$ cat src/rtl/mips_multicycle_ctrl_if.sv
// Handshake bundle between the multi-cycle controller and the PC/IR/ALU datapath.
// The controller takes the master side; the datapath (or a bench) takes the slave side.
interface mips_multicycle_ctrl_if #(
    parameter int CNT_W = 32
);
    logic             run;
    logic             mem_ready;
    logic [31:0]      instruction;
    logic             ir_load;
    logic             pc_write;
    logic             reg_write;
    logic [3:0]       alu_ctrl;
    logic             busy;
    logic             trap;
    logic [1:0]       trap_cause;
    logic [CNT_W-1:0] instr_count;

    modport master (
        input  run, mem_ready, instruction,
        output ir_load, pc_write, reg_write, alu_ctrl, busy, trap, trap_cause, instr_count
    );

    modport slave (
        output run, mem_ready, instruction,
        input  ir_load, pc_write, reg_write, alu_ctrl, busy, trap, trap_cause, instr_count
    );
endinterface

$ cat src/rtl/mips_multicycle_ctrl.sv
// Multi-cycle FETCH/DECODE/EXECUTE/WRITEBACK sequencer producing registered PC/IR/regfile
// enables and the ALU control code, with a sticky trap for illegal opcodes and fetch timeouts.
module mips_multicycle_ctrl #(
    parameter int CNT_W         = 32,
    parameter int FETCH_TIMEOUT = 15
) (
    input logic                    clk_i,
    input logic                    reset_i,
    mips_multicycle_ctrl_if.master bus
);

    typedef enum logic [2:0] {
        S_IDLE,
        S_FETCH,
        S_DECODE,
        S_EXECUTE,
        S_WRITEBACK,
        S_TRAP
    } state_e;

    localparam logic [1:0] CAUSE_ILLEGAL = 2'b01;
    localparam logic [1:0] CAUSE_TIMEOUT = 2'b10;
    localparam logic [7:0] TMO_LIMIT     = 8'(FETCH_TIMEOUT);

    state_e           state_q;
    logic [5:0]       op_q;
    logic [4:0]       rd_q;
    logic [7:0]       tmo_q;
    logic [7:0]       tmo_d;
    logic             ir_load_q;
    logic             pc_write_q;
    logic             reg_write_q;
    logic [3:0]       alu_ctrl_q;
    logic [3:0]       alu_ctrl_d;
    logic             op_legal;
    logic             busy_q;
    logic             trap_q;
    logic [1:0]       trap_cause_q;
    logic [CNT_W-1:0] instr_count_q;

    assign tmo_d = tmo_q + 8'd1;

    // NOTE: every variable written in always_comb gets a default first, so no latch is inferred.
    always_comb begin
        alu_ctrl_d = 4'b0000;
        op_legal   = 1'b1;
        case (op_q)
            6'b000000: alu_ctrl_d = 4'b0000;
            6'b000001: alu_ctrl_d = 4'b0001;
            6'b000010: alu_ctrl_d = 4'b0010;
            6'b000110: alu_ctrl_d = 4'b0110;
            6'b000111: alu_ctrl_d = 4'b0111;
            6'b001100: alu_ctrl_d = 4'b1100;
            default:   op_legal   = 1'b0;
        endcase
    end

    // NOTE: all state uses non-blocking assignments so every register samples pre-edge values.
    always_ff @(posedge clk_i) begin
        if (reset_i) begin
            state_q       <= S_IDLE;
            op_q          <= '0;
            rd_q          <= '0;
            tmo_q         <= '0;
            ir_load_q     <= 1'b0;
            pc_write_q    <= 1'b0;
            reg_write_q   <= 1'b0;
            alu_ctrl_q    <= 4'b0000;
            busy_q        <= 1'b0;
            trap_q        <= 1'b0;
            trap_cause_q  <= 2'b00;
            instr_count_q <= '0;
        end else begin
            // Enables are single-cycle pulses; only the transitions below raise them.
            ir_load_q   <= 1'b0;
            pc_write_q  <= 1'b0;
            reg_write_q <= 1'b0;
            case (state_q)
                S_IDLE: begin
                    if (bus.run) begin
                        state_q <= S_FETCH;
                        busy_q  <= 1'b1;
                        tmo_q   <= '0;
                    end
                end
                S_FETCH: begin
                    if (bus.mem_ready) begin
                        op_q      <= bus.instruction[31:26];
                        rd_q      <= bus.instruction[15:11];
                        ir_load_q <= 1'b1;
                        tmo_q     <= '0;
                        state_q   <= S_DECODE;
                    end else if (tmo_d == TMO_LIMIT) begin
                        tmo_q        <= tmo_d;
                        state_q      <= S_TRAP;
                        busy_q       <= 1'b0;
                        trap_q       <= 1'b1;
                        trap_cause_q <= CAUSE_TIMEOUT;
                    end else begin
                        tmo_q <= tmo_d;
                    end
                end
                S_DECODE: begin
                    if (op_legal) begin
                        alu_ctrl_q <= alu_ctrl_d;
                        state_q    <= S_EXECUTE;
                    end else begin
                        state_q      <= S_TRAP;
                        busy_q       <= 1'b0;
                        trap_q       <= 1'b1;
                        trap_cause_q <= CAUSE_ILLEGAL;
                    end
                end
                S_EXECUTE: begin
                    // Retirement is committed on entry to WRITEBACK so the pulses and count line up.
                    state_q       <= S_WRITEBACK;
                    pc_write_q    <= 1'b1;
                    reg_write_q   <= (rd_q != 5'd0);
                    instr_count_q <= instr_count_q + CNT_W'(1);
                end
                S_WRITEBACK: begin
                    if (bus.run) begin
                        state_q <= S_FETCH;
                        tmo_q   <= '0;
                    end else begin
                        state_q <= S_IDLE;
                        busy_q  <= 1'b0;
                    end
                end
                S_TRAP: begin
                end
                default: begin
                    state_q <= S_IDLE;
                    busy_q  <= 1'b0;
                end
            endcase
        end
    end

    assign bus.ir_load     = ir_load_q;
    assign bus.pc_write    = pc_write_q;
    assign bus.reg_write   = reg_write_q;
    assign bus.alu_ctrl    = alu_ctrl_q;
    assign bus.busy        = busy_q;
    assign bus.trap        = trap_q;
    assign bus.trap_cause  = trap_cause_q;
    assign bus.instr_count = instr_count_q;

endmodule

$ cat src/flat_wrapper.sv
// flat-port wrapper written by rule: the top's interface ports become plain ports
module mips_multicycle_ctrl_flat 
#(
    parameter int CNT_W         = 32,
    parameter int FETCH_TIMEOUT = 15
)
  (clk_i, reset_i, bus_run, bus_mem_ready, bus_instruction, bus_ir_load, bus_pc_write, bus_reg_write, bus_alu_ctrl, bus_busy, bus_trap, bus_trap_cause, bus_instr_count);
  mips_multicycle_ctrl_if #(.CNT_W(CNT_W)) bus_i ();
  input logic clk_i;
  input logic reset_i;
  input wire logic [$bits(bus_i.run)-1:0] bus_run;
  input wire logic [$bits(bus_i.mem_ready)-1:0] bus_mem_ready;
  input wire logic [$bits(bus_i.instruction)-1:0] bus_instruction;
  output wire logic [$bits(bus_i.ir_load)-1:0] bus_ir_load;
  output wire logic [$bits(bus_i.pc_write)-1:0] bus_pc_write;
  output wire logic [$bits(bus_i.reg_write)-1:0] bus_reg_write;
  output wire logic [$bits(bus_i.alu_ctrl)-1:0] bus_alu_ctrl;
  output wire logic [$bits(bus_i.busy)-1:0] bus_busy;
  output wire logic [$bits(bus_i.trap)-1:0] bus_trap;
  output wire logic [$bits(bus_i.trap_cause)-1:0] bus_trap_cause;
  output wire logic [$bits(bus_i.instr_count)-1:0] bus_instr_count;
  assign bus_i.run = bus_run;
  assign bus_i.mem_ready = bus_mem_ready;
  assign bus_i.instruction = bus_instruction;
  assign bus_ir_load = bus_i.ir_load;
  assign bus_pc_write = bus_i.pc_write;
  assign bus_reg_write = bus_i.reg_write;
  assign bus_alu_ctrl = bus_i.alu_ctrl;
  assign bus_busy = bus_i.busy;
  assign bus_trap = bus_i.trap;
  assign bus_trap_cause = bus_i.trap_cause;
  assign bus_instr_count = bus_i.instr_count;
  mips_multicycle_ctrl #(.CNT_W(CNT_W), .FETCH_TIMEOUT(FETCH_TIMEOUT)) u_core (.clk_i(clk_i), .reset_i(reset_i), .bus(bus_i));
endmodule
$ cat config.mk
export PLATFORM = sky130hd
export DESIGN_NAME = mips_multicycle_ctrl_flat
export DESIGN_NICKNAME = d
export VERILOG_FILES = /design/src/rtl/mips_multicycle_ctrl_if.sv /design/src/rtl/mips_multicycle_ctrl.sv /design/src/flat_wrapper.sv
export SDC_FILE = /design/constraint.sdc
export NUM_CORES = 1
export LEC_CHECK = 0
export CAP_MARGIN = 10
export CORE_AREA = 5 5 87 89
export DETAILED_ROUTE_END_ITERATION = 16
export DIE_AREA = 0 0 92 94
export PLACE_DENSITY_LB_ADDON = 0.05
export SYNTH_ARGS = -nofsm -noshare
export SYNTH_HDL_FRONTEND = slang
export SYNTH_SLANG_ARGS = --single-unit
export TNS_END_PERCENT = 10
$ cat constraint.sdc
create_clock -name clk_i -period 2.41 [get_ports clk_i]
set_clock_uncertainty 0.1 [all_clocks]
set_input_delay 0.3615 -clock clk_i [delete_from_list [all_inputs] [get_ports clk_i]]
set_output_delay 0.3615 -clock clk_i [all_outputs]
set_load 0.005 [all_outputs]
==> impl_metrics.toml <==
[routing]
drc = 0
num_vias = 2877
drtPass1Iterations = 4
via_per_inst = 5.32
ant_nets = 0
first_iter_violations = 120
totalWireLength_um = 7390
wire_per_inst_um = 13.7

[timing]
period_needed_ns = 2.03
rsz0062_at_grt = "false"
timing.fmax_mhz = 493
final-hold-violation-count = 0
maxSlewViolCount = 0
setup_viol = 0
setup_tns_ns = 0
post-route-period-util_pct = 84.2
tightest_slew_ns = 0.574
slew_headroom_pct = 61.7

[floorplanning]
die_y_um = 94
die_w_um = 92
rows = 30
die_area_um2 = 8650
ioPinCount = 79
floorplan.initialDensity_pct = 47.3
core_um2 = 6680

[logic_synthesis]
synth-warning-count = 0
syn_nets = 431
ys_types = 52
ys.flop_type = "dfxtp_1"
synth-seq-area-share_pct = 41.2
synth-seq-cells = 65
synth_edf_count = 0
synthArstFlopShare_pct = 0
syn-mean-instance-area_um2 = 8.07
synth_cells = 392
syn_area_um2 = 3160

[grt]
grt_pass1_wl_um = 12700
grt_overflow_total = 0
grt_pass1_vias = 2706
grt_usage_pct = 18.0
grt_max_degree = 45
antenna_found_initial = 0

[layout]
stdcell_area_um2 = 4050
diodes = 0
syn_to_final_growth_pct = 27.9
final_cells = 541
multi_input_area_um2 = 1760
drive_gt1_share_pct = 8.46
fin_nets = 496
nFillCells = 629
final_util_pct = 60.5
regArea_um2 = 1300

[hold_path]
worstHoldPathType = "reg -> reg"

[power_and_ir_drop]
seqPwrFrac_pct = 53.1
p_per_area_nw_per_um2 = 526
power.clock.fraction_pct = 37.1
max-vdd-ir-drop_mv = 0.338
intPower_mw = 1.59
netSwitchingPower_mw = 0.538
swShare_pct = 25.3
p_comb_share_pct = 9.8
p_leak_nw = 1.41

[worst_setup_path]
cp.arrival_ns = 2.13
cp_max_fo = 10
cp-start-kind = "flop"
cp-end-kind = "flop"
reg2reg_slack_ns = 0.38
crit_required_ns = 2.51
critical_path_class = "reg -> reg"

[clocking]
cts_tree = "done"
cts_hold_buf = 0
numCtsBuffers = 9
post_cts_resize_count = 0
cts_buffer_depth = 2
clk_pin_slew_ns = 0.07
clock_sinks = 65
clk_latency_ns = 0.33
cts_setup_buffers = 0
cts-root-buf = "clkbuf_8"
cts.htree.levels = 3

[placed_design]
placed_area_um2 = 3880
gp_congestion = 0.822
numPortBuffers = 57
hpwlAfterDp_um = 5270
placedCellCount = 526

[run]
maxCapViolCount = 0

[run_status]
outcome = "complete, no violations"
worst max-delay path, stage by stage (launching register included):
cell	delay, ns
dfxtp_1	0.49
or3b_1	0.43
or3_1	0.36
or3_1	0.31
a21oi_1	0.14
nor3_1	0.06
per-stage QoR:
stage | hold WS [ns] | worst slack (ns) | power [mW]
CTS | 0.354 | 0.377 | 2.16
global placement | 0.339 | 0.384 | 1.36
floorplan | 0.331 | 0.576 | 1.28
detailed placement | 0.347 | 0.385 | 1.36
global route | 0.373 | 0.208 | 2.24
finish | 0.354 | 0.380 | 2.13
placed cells by master, fill, tap and decap left out, types with 10 or more instances in the layout:
| cell | n |
|---|---|
| nand3_1 | 19 |
| buf_4 | 14 |
| nor2_1 | 52 |
| clkdlybuf4s50_1 | 56 |
| xnor2_1 | 13 |
| nand2_1 | 54 |
| o21ai_0 | 11 |
| nand4_1 | 11 |
| clkbuf_8 | 10 |
| nor2b_1 | 11 |
| nor3_1 | 10 |
| xor2_1 | 14 |
| a21oi_1 | 27 |
| dfxtp_1 | 65 |
worst paths after layout:
path,startpoint,end,depth (start not counted)
setup / recovery,u_core.state_q[1]$_SDFFE_PP0P_,u_core.bus.alu_ctrl[1]$_SDFFE_PP0P_,5
hold / removal,u_core.bus.alu_ctrl[0]$_SDFFE_PP0P_,u_core.bus.alu_ctrl[0]$_SDFFE_PP0P_,2
setup reg to reg,u_core.state_q[1]$_SDFFE_PP0P_,u_core.bus.alu_ctrl[1]$_SDFFE_PP0P_,5
hold reg to reg,u_core.bus.alu_ctrl[0]$_SDFFE_PP0P_,u_core.bus.alu_ctrl[0]$_SDFFE_PP0P_,2
synthesized netlist by cell type (3+ instances only):
master | instances | share of area, %
inv_1 | 7 | 0.83
a311oi_1 | 3 | 0.83
xor2_1 | 14 | 3.9
nor4b_1 | 4 | 1.1
nand3_1 | 19 | 3.0
xnor2_1 | 13 | 3.6
a21oi_1 | 27 | 4.3
a31oi_1 | 5 | 0.99
and4_1 | 4 | 1.1
nor4_1 | 6 | 1.2
nor2_1 | 52 | 6.2
ha_1 | 3 | 1.2
or3_1 | 5 | 0.99
nor2b_1 | 11 | 2.2
nand4_1 | 11 | 2.2
nand2_1 | 54 | 6.4
nor3_1 | 10 | 1.6
dfxtp_1 | 65 | 41
clkbuf_1 | 15 | 1.8
mux2_2 | 3 | 1.1
nand2b_1 | 6 | 1.2
nand3b_1 | 3 | 0.71
and3_1 | 4 | 0.79
mux2_1 | 3 | 1.1
o21ai_0 | 11 | 1.7
registers in the layout, indices dropped and copies added, names as in the netlist:
| signal | count |
|---|---|
| u_core.op_q | 6 |
| u_core.bus.trap_cause | 2 |
| u_core.state_q | 3 |
| u_core.rd_q | 5 |
| u_core.bus.ir_load | 1 |
| u_core.bus.pc_write | 1 |
| u_core.bus.trap | 1 |
| u_core.tmo_q | 8 |
| u_core.bus.alu_ctrl | 4 |
| u_core.bus.busy | 1 |
| u_core.bus.reg_write | 1 |
| u_core.bus.instr_count | 32 |
metal layers:
metal,share of wire [%],track usage (%),vias to the layer above
met3,4.6,4.49,2
met2,46,28.2,53
met5,0,0,-
met1,49,23.5,1328
met4,0.47,7.55,0
li1,-,-,1494
logic make-up after synthesis:
logic type	Yosys count	synth area share (%)
fa+ha+maj	3	1.19
flops	65	41.2
buf+inv	25	3.05
mux	8	2.77
xor+xnor	27	7.48
compound gates	59	11.6
simple gates	205	32.8
power groups by stage:
stage	clock network (mW)	logic (mW)	registers, mW
detailed placement	0	0.210	1.15
CTS	0.815	0.212	1.13
global route	0.867	0.233	1.14
finish	0.790	0.209	1.13
floorplan	0	0.140	1.14
global placement	0	0.208	1.15
cell type report:
type	instances	share of cell area, %
clock buffers	12	3.59
clock inverters	3	0.433
inverters	7	0.650
multi-input cells	302	43.6
well taps	80	2.47
repair buffers	72	17.1
flip-flops and latches	65	32.2
Power figures use the tool's default switching activity.
